$ cat src/rtl/div_iter_unit.sv
// Iterative restoring divider: BITS_PER_CYCLE quotient bits per clock, skips the
// dividend's leading zeros, one-cycle fast path for divide-by-zero/overflow/zero.
module div_iter_unit #(
    parameter int XLEN           = 32,
    parameter int BITS_PER_CYCLE = 2
) (
    input  logic            clk,
    input  logic            rst_n,
    input  logic            in_valid,
    output logic            in_ready,
    input  logic [XLEN-1:0] dividend,
    input  logic [XLEN-1:0] divisor,
    input  logic [2:0]      MUL_DIV_ctrl,
    input  logic            flush,
    output logic            out_valid,
    input  logic            out_ready,
    output logic [XLEN-1:0] DIV_out,
    output logic            busy
);
    localparam int CW  = $clog2(XLEN / BITS_PER_CYCLE + 1);
    localparam int LZW = $clog2(XLEN + 1);
    localparam int BSH = $clog2(BITS_PER_CYCLE);

    typedef enum logic [2:0] {S_IDLE, S_PREP, S_ITER, S_FIX, S_DONE} state_t;

    state_t          state_q, state_d;
    logic [XLEN-1:0] a_q, a_d, dv_q, dv_d;
    logic            uns_q, uns_d, rsel_q, rsel_d, sa_q, sa_d, sd_q, sd_d;
    logic [XLEN-1:0] dmag_q, dmag_d, work_q, work_d, quo_q, quo_d, out_q, out_d;
    logic [XLEN:0]   rem_q, rem_d;
    logic [CW-1:0]   cnt_q, cnt_d;

    logic            ctrl_unused;
    assign ctrl_unused = MUL_DIV_ctrl[2];

    // Operand preparation: magnitudes, leading-zero skip, iteration count
    logic [XLEN-1:0] amag_c, dmag_c, work_c, q_fast, r_fast, q_fix, r_fix;
    logic [LZW-1:0]  lz_c, skip_c, span_c;
    logic [CW-1:0]   n_c;
    logic            d_zero, ovf, a_zero;

    always_comb begin
        amag_c = (sa_q & ~uns_q) ? -a_q : a_q;
        dmag_c = (sd_q & ~uns_q) ? -dv_q : dv_q;
        lz_c   = LZW'(XLEN);
        for (int i = 0; i < XLEN; i++) begin
            if (amag_c[i]) lz_c = LZW'(XLEN - 1 - i);
        end
        skip_c = lz_c & ~LZW'(BITS_PER_CYCLE - 1);
        span_c = LZW'(XLEN) - skip_c;
        n_c    = CW'(span_c >> BSH);
        work_c = amag_c << skip_c;
        d_zero = (dv_q == '0);
        ovf    = ~uns_q & (a_q == {1'b1, {(XLEN-1){1'b0}}}) & (dv_q == '1);
        a_zero = (amag_c == '0);
        q_fast = '0;
        r_fast = '0;
        if (d_zero) begin
            q_fast = '1;
            r_fast = a_q;
        end else if (ovf) begin
            q_fast = a_q;
        end
    end

    // Chained restoring steps for one ITER cycle
    logic [XLEN:0]   rem_it;
    logic [XLEN-1:0] work_it, quo_it;

    always_comb begin
        rem_it  = rem_q;
        work_it = work_q;
        quo_it  = quo_q;
        for (int s = 0; s < BITS_PER_CYCLE; s++) begin
            rem_it  = {rem_it[XLEN-1:0], work_it[XLEN-1]};
            work_it = work_it << 1;
            if (rem_it >= {1'b0, dmag_q}) begin
                rem_it = rem_it - {1'b0, dmag_q};
                quo_it = {quo_it[XLEN-2:0], 1'b1};
            end else begin
                quo_it = {quo_it[XLEN-2:0], 1'b0};
            end
        end
    end

    always_comb begin
        q_fix = (~uns_q & (sa_q ^ sd_q)) ? -quo_q : quo_q;
        r_fix = (~uns_q & sa_q) ? -rem_q[XLEN-1:0] : rem_q[XLEN-1:0];
    end

    always_comb begin
        state_d = state_q;
        a_d     = a_q;
        dv_d    = dv_q;
        uns_d   = uns_q;
        rsel_d  = rsel_q;
        sa_d    = sa_q;
        sd_d    = sd_q;
        dmag_d  = dmag_q;
        work_d  = work_q;
        quo_d   = quo_q;
        rem_d   = rem_q;
        cnt_d   = cnt_q;
        out_d   = out_q;
        if (flush) begin
            state_d = S_IDLE;
        end else begin
            case (state_q)
                S_IDLE: begin
                    if (in_valid) begin
                        state_d = S_PREP;
                        a_d     = dividend;
                        dv_d    = divisor;
                        uns_d   = MUL_DIV_ctrl[0];
                        rsel_d  = MUL_DIV_ctrl[1];
                        sa_d    = dividend[XLEN-1];
                        sd_d    = divisor[XLEN-1];
                    end
                end
                S_PREP: begin
                    dmag_d = dmag_c;
                    work_d = work_c;
                    cnt_d  = n_c;
                    rem_d  = '0;
                    quo_d  = '0;
                    if (d_zero | ovf | a_zero) begin
                        state_d = S_DONE;
                        out_d   = rsel_q ? r_fast : q_fast;
                    end else begin
                        state_d = S_ITER;
                    end
                end
                S_ITER: begin
                    rem_d  = rem_it;
                    work_d = work_it;
                    quo_d  = quo_it;
                    cnt_d  = cnt_q - 1'b1;
                    if (cnt_q <= CW'(1)) state_d = S_FIX;
                end
                S_FIX: begin
                    out_d   = rsel_q ? r_fix : q_fix;
                    state_d = S_DONE;
                end
                S_DONE: begin
                    if (out_ready) state_d = S_IDLE;
                end
                default: state_d = S_IDLE;
            endcase
        end
    end

    always_ff @(posedge clk or negedge rst_n) begin
        if (!rst_n) begin
            state_q <= S_IDLE;
            a_q     <= '0;
            dv_q    <= '0;
            uns_q   <= 1'b0;
            rsel_q  <= 1'b0;
            sa_q    <= 1'b0;
            sd_q    <= 1'b0;
            dmag_q  <= '0;
            work_q  <= '0;
            quo_q   <= '0;
            rem_q   <= '0;
            cnt_q   <= '0;
            out_q   <= '0;
        end else begin
            state_q <= state_d;
            a_q     <= a_d;
            dv_q    <= dv_d;
            uns_q   <= uns_d;
            rsel_q  <= rsel_d;
            sa_q    <= sa_d;
            sd_q    <= sd_d;
            dmag_q  <= dmag_d;
            work_q  <= work_d;
            quo_q   <= quo_d;
            rem_q   <= rem_d;
            cnt_q   <= cnt_d;
            out_q   <= out_d;
        end
    end

    assign in_ready  = (state_q == S_IDLE);
    assign busy      = (state_q != S_IDLE);
    assign out_valid = (state_q == S_DONE);
    assign DIV_out   = out_q;
endmodule

$ cat config.mk
export PLATFORM = sky130hd
export DESIGN_NAME = div_iter_unit
export DESIGN_NICKNAME = d
export VERILOG_FILES = /design/src/rtl/div_iter_unit.sv
export SDC_FILE = /design/constraint.sdc
export NUM_CORES = 1
export LEC_CHECK = 0
export CAP_MARGIN = 10
export CORE_MARGIN = 3
export CORE_UTILIZATION = 40
export CTS_CLUSTER_SIZE = 8
export DETAILED_ROUTE_END_ITERATION = 12
export SKIP_CTS_REPAIR_TIMING = 1
export SYNTH_ARGS = -nofsm -noshare
export SYNTH_HDL_FRONTEND = slang
export SYNTH_SLANG_ARGS = --single-unit
export TNS_END_PERCENT = 1
$ cat constraint.sdc
create_clock -name clk -period 10.5 [get_ports clk]
set_input_delay 1.05 -clock clk [delete_from_list [all_inputs] [get_ports clk]]
set_output_delay 1.05 -clock clk [all_outputs]
set_load 0.05 [all_outputs]
==> flow_metrics.env <==
export IMPL_finalPower_uw=7970
export IMPL_globalRouteMet2Util_pct=35.2
export IMPL_reg2reg_depth=28
export IMPL_postSynthAreaPerCell_um2=8.49
export IMPL_syn_to_final_growth_pct=13.5
export IMPL_timing_critical_path_from_type="flip-flop"
export IMPL_cts_buffers=36
export IMPL_fmax_ghz=0.126
export IMPL_worstHoldEndpoint="DIV_out[20]"
export IMPL_synth_edf_count=0
export IMPL_final_core_util_pct=46.2
export IMPL_grt_use_met1_pct=33.7
export IMPL_clock_skew_ps=17.9
export IMPL_multiInputGateArea_um2=11900
export IMPL_gr_max_usage_layer="met2"
export IMPL_core_um2=45700
export IMPL_grt_usage_pct=23.3
export IMPL_drtAntennaViolNets=0
export IMPL_dieWidth_um=222
export IMPL_rsz0062_at_grt="no"
export IMPL_synth_main_ff_cell="dfrtp_1"
export IMPL_timing_rr_start="dmag_q[1]"
export IMPL_grt_overflow=0
export IMPL_r2r_slack_ps=2580
export IMPL_place_ws_ps=2710
export IMPL_path_class="reg2reg"
export IMPL_run_status="finished, final reports clean"
export IMPL_firstDrtPassIters=6
export IMPL_tns_ps=0
export IMPL_peakVddDrop_uv=218
export IMPL_period_share_pct=75.4
export IMPL_timing_rr_end="rem_q[11]"
export IMPL_finalMaxSlewViolations=0
export IMPL_syn_nets=2336
export IMPL_hold_path_startpoint="DIV_out[20]"
export IMPL_cap_violations=0
export IMPL_via_per_inst=5.96
export IMPL_wire_per_inst_um=20.8
export IMPL_cts_root_buffer_cell="clkbuf_16"
export IMPL_grt_pass1_wl_mm=92.2
export IMPL_hold_class="reg2reg"
export IMPL_leakage_uw=0.00913
export IMPL_final_fill_count=4532
export IMPL_setup_ws_ps=2580
export IMPL_max_slew_margin_pct=25.1
export IMPL_rows=78
export IMPL_cts_tree="built"
export IMPL_layout_common_cells="dfrtp_1, nand2_1, o21ai_0"
export IMPL_io_buffers=105
export IMPL_power_density_nw_per_um2=378
export IMPL_cp_slowest_stage_delay_ps=650
export IMPL_fp_dieH_um=222
export IMPL_crit_path_max_fanout=17
export IMPL_clkSinkCount=234
export IMPL_start_util_pct=40.7
export IMPL_wl_mm=58.8
export IMPL_nets=2367
export IMPL_min_period_ps=7920
export IMPL_arrival_ps=8340
export IMPL_synth_area_leaders="dfrtp_1, mux2_2, o21ai_0, ha_1, xnor2_1"
export IMPL_synth_top_area_cell="dfrtp_1"
export IMPL_cts_path_max_buffers=3
export IMPL_htree_levels=2
export IMPL_hold_viol=0
export IMPL_syn_cell_area_um2=18600
export IMPL_tightest_slew_ps=1120
export IMPL_crit_required_ps=10930
export IMPL_use_met3_pct=3.91
export IMPL_ys_ff_latch=234
export IMPL_first_global_vias=16252
export IMPL_synth_cell_types=93
export IMPL_place_hpwl_mm=44.1
export IMPL_final_common_cell="dfrtp_1"
export IMPL_final_setup_viol_count=0
export IMPL_vias=16852
export IMPL_drtIter0Drc=1423
export IMPL_synth_top_area_share_pct=31.5
export IMPL_routabilityCongestion=0.969
export IMPL_synthCells=2189
export IMPL_grt_start_max_net_pins=87
export IMPL_async_reset_ff_share_pct=100
export IMPL_stdcell_area_um2=21100
export IMPL_die_area_um2=49100
export IMPL_clkTransAtPathRegs_ps=50
export IMPL_yosysWarnings=0
export IMPL_cp_slowest_cell="o311ai_0"
export IMPL_yosysSeqAreaShare_pct=31.5
export IMPL_postPlaceCellArea_um2=20000
export IMPL_drc=0
export IMPL_io_pins=107
export IMPL_insertion_delay_ps=560
export IMPL_antenna_found_initial=1
export IMPL_hold_depth=2
export IMPL_cp_end_kind="flip-flop"
export IMPL_drive_gt1_share_pct=9.61
export IMPL_regArea_um2=5860
==> worst max-delay path, delay by kind of cell, from the launching register on <==
family                     cells  cell delay, ps
buffers and inverters          5            1050
adders and majority gates      2             650
DFF                            1             430
AOI/OAI and AO/OA             13            3880
and+or+nand+nor                8            1760
==> registers in the layout, indices dropped and copies added (netlist names) <==
| signal | cells |
|---|---|
| rem_q | 32 |
| DIV_out | 32 |
| a_q | 32 |
| dmag_q | 32 |
| state_q | 3 |
| dv_q | 32 |
| work_q | 32 |
| cnt_q | 5 |
| rsel_q | 1 |
| quo_q | 32 |
| uns_q | 1 |
==> stage by stage <==
| step | hold WS [ps] | instances |
|---|---|---|
| 3_3_place_gp | 464 | 2781 |
| 3_5_place_dp | 467 | 2781 |
| 2_1_floorplan | 450 | 2189 |
| 4_1_cts | 478 | 2827 |
| 6_report | 471 | 2829 |
| 5_1_grt | 498 | 2828 |
==> cell type report <==
cell class | count | share of cell area, %
Clock buffer | 42 | 4.57
Inverter | 81 | 1.47
Tap cell | 600 | 3.56
Clock inverter | 4 | 0.386
Timing Repair Buffer | 129 | 5.96
Multi-Input combinational cell | 1738 | 56.3
Sequential cell | 234 | 27.8
Antenna cell | 1 | 0.0119
==> cell usage after synthesis, types with 12 or more instances <==
cell type / count
and2_1: 18
or3_1: 24
a211oi_1: 16
ha_1: 73
nor4_1: 34
and3_1: 12
nor2_1: 140
a21oi_1: 139
nand3_1: 39
dfrtp_1: 234
o31ai_1: 28
a31oi_1: 18
o211ai_1: 13
mux2_2: 106
a22oi_1: 18
xor2_1: 70
nor2b_1: 16
a221o_1: 16
a21o_1: 50
nand2_1: 227
nand2b_1: 13
xnor2_1: 104
a22o_1: 34
mux2i_1: 61
nand4_1: 26
o21ai_0: 211
nor3_1: 53
buf_2: 16
inv_1: 80
clkbuf_1: 103
==> per-layer routing <==
layer,vias to the layer above,routed length (um)
li1,8046,-
met1,8094,27400
met2,608,25300
met3,104,4090
met4,0,2110
met5,-,0
==> how the worst max path moves through the flow <==
| stage | from | to | slack [ps] |
|---|---|---|---|
| final | dmag_q[1] | rem_q[11] | 2580 |
| after global routing | rem_q[23] | rem_q[11] | 2060 |
| after CTS | dmag_q[1] | rem_q[11] | 2660 |
| after detailed placement | dmag_q[1] | rem_q[11] | 2710 |
| after global placement | dmag_q[1] | rem_q[11] | 2830 |
| after floorplan | dmag_q[1] | rem_q[30] | 4030 |
==> report_power, final <==
| group | internal [uW] | switching, uW | total, uW |
|---|---|---|---|
| Clock | 668 | 431 | 1100 |
| Sequential | 1160 | 426 | 1590 |
| Combinational | 2260 | 3020 | 5280 |
| Total | 4090 | 3870 | 7970 |
==> logic make-up (layout without fill, tap and decap cells) <==
kind of cell / count (synthesis) / after routing / share of synthesized area [%]
multiplexers: 167 / 167 / 9.71
other: 0 / 1 / 0
buffers and inverters: 217 / 256 / 4.75
AND/OR/NAND/NOR: 658 / 658 / 17.5
adder cells (fa/ha/maj): 75 / 75 / 5.13
flip-flops: 234 / 234 / 31.5
XOR/XNOR: 175 / 175 / 8.29
AO/OA/AOI/OAI: 663 / 663 / 23.1
Power figures use the tool's default switching activity.
